===== src/rtl/data_memory_dumper_if.sv =====
// Debug-dump bus between the data memory dumper, the memory debug port and
// the byte transmitter.
//   i_start / i_abort   : dump command pulses from the debug unit
//   i_debug_read        : word read back at o_debug_pointer
//   i_tx_done           : transmitter finished the current byte
//   o_debug_pointer     : word index driven to the memory debug port
//   o_tx_data/o_tx_start: byte and 1-cycle start pulse to the transmitter
//   o_busy / o_done     : sweep in progress / sweep-complete pulse
// master = dumper side, slave = memory/transmitter/debug-unit side.
interface data_memory_dumper_if #(
   parameter int NUM_DIREC = 7,
   parameter int TAM_DATA  = 32
);
   logic                 i_start;
   logic                 i_abort;
   logic [TAM_DATA-1:0]  i_debug_read;
   logic                 i_tx_done;
   logic [NUM_DIREC-1:0] o_debug_pointer;
   logic [7:0]           o_tx_data;
   logic                 o_tx_start;
   logic                 o_busy;
   logic                 o_done;

   modport master (
      input  i_start, i_abort, i_debug_read, i_tx_done,
      output o_debug_pointer, o_tx_data, o_tx_start, o_busy, o_done
   );

   modport slave (
      output i_start, i_abort, i_debug_read, i_tx_done,
      input  o_debug_pointer, o_tx_data, o_tx_start, o_busy, o_done
   );
endinterface


===== src/rtl/data_memory_dumper.sv =====
// Data memory dumper: on i_start sweeps the debug pointer over words
// 0..NUM_WORDS-1, captures each debug read word and streams it MSB first,
// one byte per transmitter handshake.
// Ports:
//   i_clk    : clock, rising edge
//   i_reset  : asynchronous, active-high reset
//   io_dump  : dump bus (master side), see data_memory_dumper_if
module data_memory_dumper #(
   parameter int NUM_DIREC = 7,
   parameter int TAM_DATA  = 32,
   parameter int NUM_WORDS = 128
) (
   input  logic                 i_clk,
   input  logic                 i_reset,
   data_memory_dumper_if.master io_dump
);
   localparam int NUM_BYTES = TAM_DATA / 8;
   localparam int BCW       = (NUM_BYTES > 1) ? $clog2(NUM_BYTES) : 1;
   localparam logic [BCW-1:0]       LAST_BYTE = BCW'(NUM_BYTES - 1);
   localparam logic [NUM_DIREC-1:0] LAST_WORD = NUM_DIREC'(NUM_WORDS - 1);

   typedef enum logic [2:0] {
      S_IDLE, S_SET_ADDR, S_LATCH, S_SEND, S_WAIT_TX, S_DONE
   } state_t;

   state_t               r_state;
   state_t               w_next;
   logic [NUM_DIREC-1:0] r_word_cnt;
   logic [NUM_DIREC-1:0] r_debug_pointer;
   logic [BCW-1:0]       r_byte_cnt;
   logic [TAM_DATA-1:0]  r_shift;
   logic                 r_tx_start;
   logic                 r_busy;
   logic                 r_done;
   logic                 w_clr_word;
   logic                 w_load_ptr;
   logic                 w_latch;
   logic                 w_shift;
   logic                 w_next_word;

   // State register
   always_ff @(posedge i_clk or posedge i_reset) begin
      if (i_reset) r_state <= S_IDLE;
      else         r_state <= w_next;
   end

   // Next-state logic; abort overrides everything, including a start in IDLE
   always_comb begin
      w_next = r_state;
      if (io_dump.i_abort) begin
         w_next = S_IDLE;
      end else begin
         case (r_state)
            S_IDLE:     if (io_dump.i_start) w_next = S_SET_ADDR;
            S_SET_ADDR: w_next = S_LATCH;
            S_LATCH:    w_next = S_SEND;
            S_SEND:     w_next = S_WAIT_TX;
            S_WAIT_TX: begin
               if (io_dump.i_tx_done) begin
                  if (r_byte_cnt < LAST_BYTE)      w_next = S_SEND;
                  else if (r_word_cnt < LAST_WORD) w_next = S_SET_ADDR;
                  else                             w_next = S_DONE;
               end
            end
            S_DONE:     w_next = S_IDLE;
            default:    w_next = S_IDLE;
         endcase
      end
   end

   // Datapath strobes decoded from the current state
   always_comb begin
      w_clr_word  = 1'b0;
      w_load_ptr  = 1'b0;
      w_latch     = 1'b0;
      w_shift     = 1'b0;
      w_next_word = 1'b0;
      if (!io_dump.i_abort) begin
         case (r_state)
            S_IDLE:     w_clr_word = io_dump.i_start;
            S_SET_ADDR: w_load_ptr = 1'b1;
            S_LATCH:    w_latch    = 1'b1;
            S_WAIT_TX: begin
               if (io_dump.i_tx_done) begin
                  if (r_byte_cnt < LAST_BYTE)      w_shift     = 1'b1;
                  else if (r_word_cnt < LAST_WORD) w_next_word = 1'b1;
               end
            end
            default: ;
         endcase
      end
   end

   // Pulses and busy are registered from the next state so that each is
   // high exactly while the FSM sits in SEND / DONE / non-IDLE.
   always_ff @(posedge i_clk or posedge i_reset) begin
      if (i_reset) begin
         r_tx_start      <= 1'b0;
         r_done          <= 1'b0;
         r_busy          <= 1'b0;
         r_word_cnt      <= '0;
         r_debug_pointer <= '0;
         r_byte_cnt      <= '0;
         r_shift         <= '0;
      end else begin
         r_tx_start <= (w_next == S_SEND);
         r_done     <= (w_next == S_DONE);
         r_busy     <= (w_next != S_IDLE);
         if (w_clr_word)       r_word_cnt <= '0;
         else if (w_next_word) r_word_cnt <= r_word_cnt + NUM_DIREC'(1);
         if (w_load_ptr) r_debug_pointer <= r_word_cnt;
         if (w_latch) begin
            r_shift    <= io_dump.i_debug_read;
            r_byte_cnt <= '0;
         end else if (w_shift) begin
            r_shift    <= r_shift << 8;
            r_byte_cnt <= r_byte_cnt + BCW'(1);
         end
      end
   end

   // Top byte of the shift register is stable through SEND and WAIT_TX
   assign io_dump.o_tx_data       = r_shift[TAM_DATA-1 -: 8];
   assign io_dump.o_tx_start      = r_tx_start;
   assign io_dump.o_busy          = r_busy;
   assign io_dump.o_done          = r_done;
   assign io_dump.o_debug_pointer = r_debug_pointer;
endmodule


===== src/flat_wrapper.sv =====
// flat-port wrapper written by rule: the top's interface ports become plain ports
module data_memory_dumper_flat 
#(
   parameter int NUM_DIREC = 7,
   parameter int TAM_DATA  = 32,
   parameter int NUM_WORDS = 128
)
  (i_clk, i_reset, io_dump_i_start, io_dump_i_abort, io_dump_i_debug_read, io_dump_i_tx_done, io_dump_o_debug_pointer, io_dump_o_tx_data, io_dump_o_tx_start, io_dump_o_busy, io_dump_o_done);
  data_memory_dumper_if #(.NUM_DIREC(NUM_DIREC), .TAM_DATA(TAM_DATA)) io_dump_i ();
  input  logic i_clk;
  input  logic i_reset;
  input wire logic [$bits(io_dump_i.i_start)-1:0] io_dump_i_start;
  input wire logic [$bits(io_dump_i.i_abort)-1:0] io_dump_i_abort;
  input wire logic [$bits(io_dump_i.i_debug_read)-1:0] io_dump_i_debug_read;
  input wire logic [$bits(io_dump_i.i_tx_done)-1:0] io_dump_i_tx_done;
  output wire logic [$bits(io_dump_i.o_debug_pointer)-1:0] io_dump_o_debug_pointer;
  output wire logic [$bits(io_dump_i.o_tx_data)-1:0] io_dump_o_tx_data;
  output wire logic [$bits(io_dump_i.o_tx_start)-1:0] io_dump_o_tx_start;
  output wire logic [$bits(io_dump_i.o_busy)-1:0] io_dump_o_busy;
  output wire logic [$bits(io_dump_i.o_done)-1:0] io_dump_o_done;
  assign io_dump_i.i_start = io_dump_i_start;
  assign io_dump_i.i_abort = io_dump_i_abort;
  assign io_dump_i.i_debug_read = io_dump_i_debug_read;
  assign io_dump_i.i_tx_done = io_dump_i_tx_done;
  assign io_dump_o_debug_pointer = io_dump_i.o_debug_pointer;
  assign io_dump_o_tx_data = io_dump_i.o_tx_data;
  assign io_dump_o_tx_start = io_dump_i.o_tx_start;
  assign io_dump_o_busy = io_dump_i.o_busy;
  assign io_dump_o_done = io_dump_i.o_done;
  data_memory_dumper #(.NUM_DIREC(NUM_DIREC), .TAM_DATA(TAM_DATA), .NUM_WORDS(NUM_WORDS)) u_core (.i_clk(i_clk), .i_reset(i_reset), .io_dump(io_dump_i));
endmodule

===== config.mk =====
export PLATFORM = sky130hd
export DESIGN_NAME = data_memory_dumper_flat
export DESIGN_NICKNAME = d
export VERILOG_FILES = /design/src/rtl/data_memory_dumper_if.sv /design/src/rtl/data_memory_dumper.sv /design/src/flat_wrapper.sv
export SDC_FILE = /design/constraint.sdc
export NUM_CORES = 1
export LEC_CHECK = 0
export CAP_MARGIN = 10
export CORE_ASPECT_RATIO = 1.1
export CORE_MARGIN = 3
export CORE_UTILIZATION = 33
export DETAILED_ROUTE_END_ITERATION = 6
export PLACE_DENSITY = 0.53
export SLEW_MARGIN = 20
export SYNTH_ARGS = -nofsm -noshare
export SYNTH_HDL_FRONTEND = slang
export SYNTH_SLANG_ARGS = --single-unit

===== constraint.sdc =====
create_clock -name i_clk -period 2.25 [get_ports i_clk]
set_clock_uncertainty 0.15 [all_clocks]
set_input_delay 0.45 -clock i_clk [delete_from_list [all_inputs] [get_ports i_clk]]
set_output_delay 0.45 -clock i_clk [all_outputs]
set_load 0.05 [all_outputs]

==> results.py <==
metrics = {
    "yosys": {
        "synth_edf_count": 0,
        "yosys-mux-area-fraction": 0.0491,
        "ys_seq_elements": 54,
        "synth_xor_area_frac": 0.0142,
        "synth_area_leaders": "dfrtp_1 55%, nand2_1 10%, a22oi_1 7.0%",
        "synth_area_per_cell_um2": 10.1,
        "synth_cells": 244,
        "ys_types": 35,
        "synth_top_family_by_area": "simple AND/OR/NAND/NOR gates",
        "synth-async-reset-ratio": 1.00,
        "syn_area_um2": 2470,
        "yosysTopAreaCellShare": 0.547,
        "syn_nets": 283,
        "synthFlopType": "dfrtp_1",
        "synth_warnings": 0,
        "ys_seq_area_frac": 0.547,
        "synth.largest_area_cell": "dfrtp_1",
        "synth_fa_ha_area_frac": 0.0101,
        "synth_simple_gate_area_frac": 0.198,
        "synth_compound_area_frac": 0.122,
    },
    "cts": {
        "post_cts_resized": 0,
        "cts-buffers-inserted": 5,
        "clk_path_buf_depth": 2,
        "cts_tree": "built",
        "cts.clk_slew.worst_paths_ns": 0.10,
        "cts_setup_buffers": 0,
        "cts.sinks": 54,
        "h-tree-depth": 2,
        "cts_hold_buffers": 0,
        "cts_root_buffer": "clkbuf_8",
        "clk_latency_ns": 0.31,
    },
    "power": {
        "p_clk_frac": 0.233,
        "powerDensity_nw_per_um2": 906,
        "power.leakage_nw": 1.51,
        "combPwrFrac": 0.293,
        "internal_power_w": 0.00197,
        "power_w": 0.00298,
        "seqPwrFrac": 0.474,
        "switching_share": 0.339,
        "peakVddDrop_mv": 0.350,
        "switchingPower_w": 0.00101,
    },
    "timing": {
        "period_needed_ns": 2.08,
        "finalCritPeriodShare": 0.926,
        "tightest_slew_ns": 0.501,
        "fmax_mhz": 480,
        "hold_ws_ns": 0.331,
        "finalHoldViolations": 0,
        "rsz0062_at_grt": "false",
        "setup_viol": 0,
        "slew_headroom": 0.665,
        "drv_slew": 0,
        "fin_setup_tns_ns": 0,
    },
    "worst_setup_path": {
        "end_kind": "output port",
        "path_class": "reg -> out",
        "crit_family": "buffers and inverters",
        "rr_worst_depth": 4,
        "rrSetupSlack_ns": 0.25,
        "slowest_delay_ns": 0.81,
        "required_ns": 1.65,
        "crit_slowest_cell": "clkdlybuf4s50_1",
        "r2r_end": "u_core.r_word_cnt[6]$_DFFE_PP0P_",
        "critPathMaxFanout": 2,
        "cp_cell_sequence": "clkdlybuf4s50_1",
        "critPathLaunchType": "flop",
        "r2r-start": "u_core.r_state[0]$_DFF_PP0_",
        "crit_arrival_ns": 1.48,
        "crit_buf_inv": 1,
    },
    "route": {
        "drc": 0,
        "dr.pass1.iters": 4,
        "wl_per_cell_um": 13.5,
        "vias": 1857,
        "drt_iter0_drc": 78,
        "routed_wl_um": 5200,
        "ant_nets": 0,
        "vias_per_cell": 4.84,
    },
    "floorplan": {
        "die_h_um": 96.7,
        "ioPinCount": 55,
        "die-area_um2": 8560,
        "initial_core_util": 0.347,
        "fp.dieW_um": 88.5,
        "rows": 32,
        "core-area_um2": 7130,
    },
    "global_route": {
        "grt_max_degree": 55,
        "antenna_found_initial": 0,
        "grt.overflow.total": 0,
        "grt_first_pass_wirelength_um": 8920,
        "first_global_vias": 1914,
        "grt_usage": 0.130,
    },
    "job": {
        "drv_cap": 0,
    },
    "cells_and_area": {
        "layout.nets": 337,
        "drive_gt1_frac": 0.130,
        "ff_latch_area_um2": 1350,
        "finalCoreUtilization": 0.461,
        "final_common_cell": "nand2_1",
        "insertedDiodeCount": 0,
        "layout_common_cells": "66 x nand2_1, 54 x clkdlybuf4s50_1, 54 x dfrtp_1",
        "num-fill-cells": 720,
        "multi_input_area_um2": 982,
        "syn2layout_area_growth_pct": 33.1,
    },
    "place": {
        "gp_congestion": 0.730,
        "dp.final_hpwl_um": 3600,
        "io_buffers": 54,
    },
    "min_path": {
        "whs_path_depth": 2,
        "worstHoldEndpoint": "u_core.r_shift[8]$_DFFE_PP0P_",
        "hp-start": "u_core.r_shift[8]$_DFFE_PP0P_",
        "hold_class": "reg -> reg",
    },
    "outcome": {
        "status": "complete, no violations",
    },
}
==> cell type report <==
cell class,instances,area share
Clock buffer,6,0.0251
Clock inverter,2,0.0118
Inverter,6,0.00685
Multi-Input combinational cell,162,0.299
Sequential cell,54,0.411
Tap cell,85,0.0324
Timing Repair Buffer,69,0.214
==> power by group through the flow <==
stage / Clock (W) / Sequential [W] / Combinational (W)
CTS: 0.000719 / 0.00142 / 0.000887
global route: 0.000750 / 0.00145 / 0.000968
finish: 0.000693 / 0.00141 / 0.000873
floorplan: 0 / 0.00141 / 0.000672
detailed placement: 0 / 0.00144 / 0.000882
global placement: 0 / 0.00143 / 0.000868
==> per-layer routing <==
layer / part of all wire / vias up / wire [um] / global-route usage
li1: - / 943 / - / -
met1: 0.46 / 874 / 2420 / 0.172
met2: 0.49 / 37 / 2560 / 0.212
met3: 0.036 / 3 / 189 / 0.0281
met4: 0.0060 / 0 / 31 / 0.0384
met5: 0 / - / 0 / 0
==> Yosys cell counts (2+ instances only) <==
library cell / n
and3_1: 2
dfrtp_1: 54
a22oi_1: 23
nand3_1: 3
mux2i_1: 2
buf_4: 8
nor4b_2: 2
inv_1: 6
nor3b_1: 2
ha_1: 2
nand2_1: 66
buf_2: 5
o31ai_1: 2
nand3b_1: 4
nor2_1: 10
mux2_2: 9
xnor2_1: 3
a21oi_1: 4
nor2b_1: 3
or4_1: 2
and2_1: 2
clkbuf_1: 7
o21ai_0: 11
==> how the worst max path moves through the flow <==
stage                              startpoint                               end  slack, ns  cells past startpoint
5_1_grt           u_core.r_state[0]$_DFF_PP0_  u_core.r_word_cnt[6]$_DFFE_PP0P_       0.09                      4
2_1_floorplan                 io_dump_i_abort  u_core.r_word_cnt[4]$_DFFE_PP0P_       0.30                      5
6_report       u_core.r_shift[24]$_DFFE_PP0P_              io_dump_o_tx_data[0]       0.17                      1
4_1_cts        u_core.r_shift[24]$_DFFE_PP0P_              io_dump_o_tx_data[0]       0.15                      1
3_5_place_dp                  io_dump_i_abort  u_core.r_word_cnt[6]$_DFFE_PP0P_      -0.08                      5
3_3_place_gp                io_dump_i_tx_done   u_core.io_dump.o_done$_DFF_PP0_      -0.05                      5
==> sequential cells by signal (all words and copies together) (netlist names) <==
| register | cells |
|---|---|
| u_core.io_dump.o_busy | 1 |
| u_core.r_word_cnt | 7 |
| u_core.r_state | 3 |
| u_core.r_shift | 32 |
| u_core.io_dump.o_debug_pointer | 7 |
| u_core.io_dump.o_tx_start | 1 |
| u_core.io_dump.o_done | 1 |
| u_core.r_byte_cnt | 2 |
==> per-stage QoR <==
| step | instance area, um2 | worst slack (ns) | cells |
|---|---|---|---|
| finish | 3290 | 0.167 | 384 |
| global route | 3290 | 0.0887 | 384 |
| CTS | 3290 | 0.151 | 384 |
| detailed placement | 3170 | -0.0833 | 376 |
| global placement | 3170 | -0.0464 | 376 |
| floorplan | 2470 | 0.297 | 244 |
==> cells by family after synthesis <==
family	Yosys count
fa+ha+maj	2
xor+xnor	4
simple gates	101
buf+inv	28
flops	54
mux	11
compound gates	44
No activity file was read; power rests on OpenSTA's default activity.
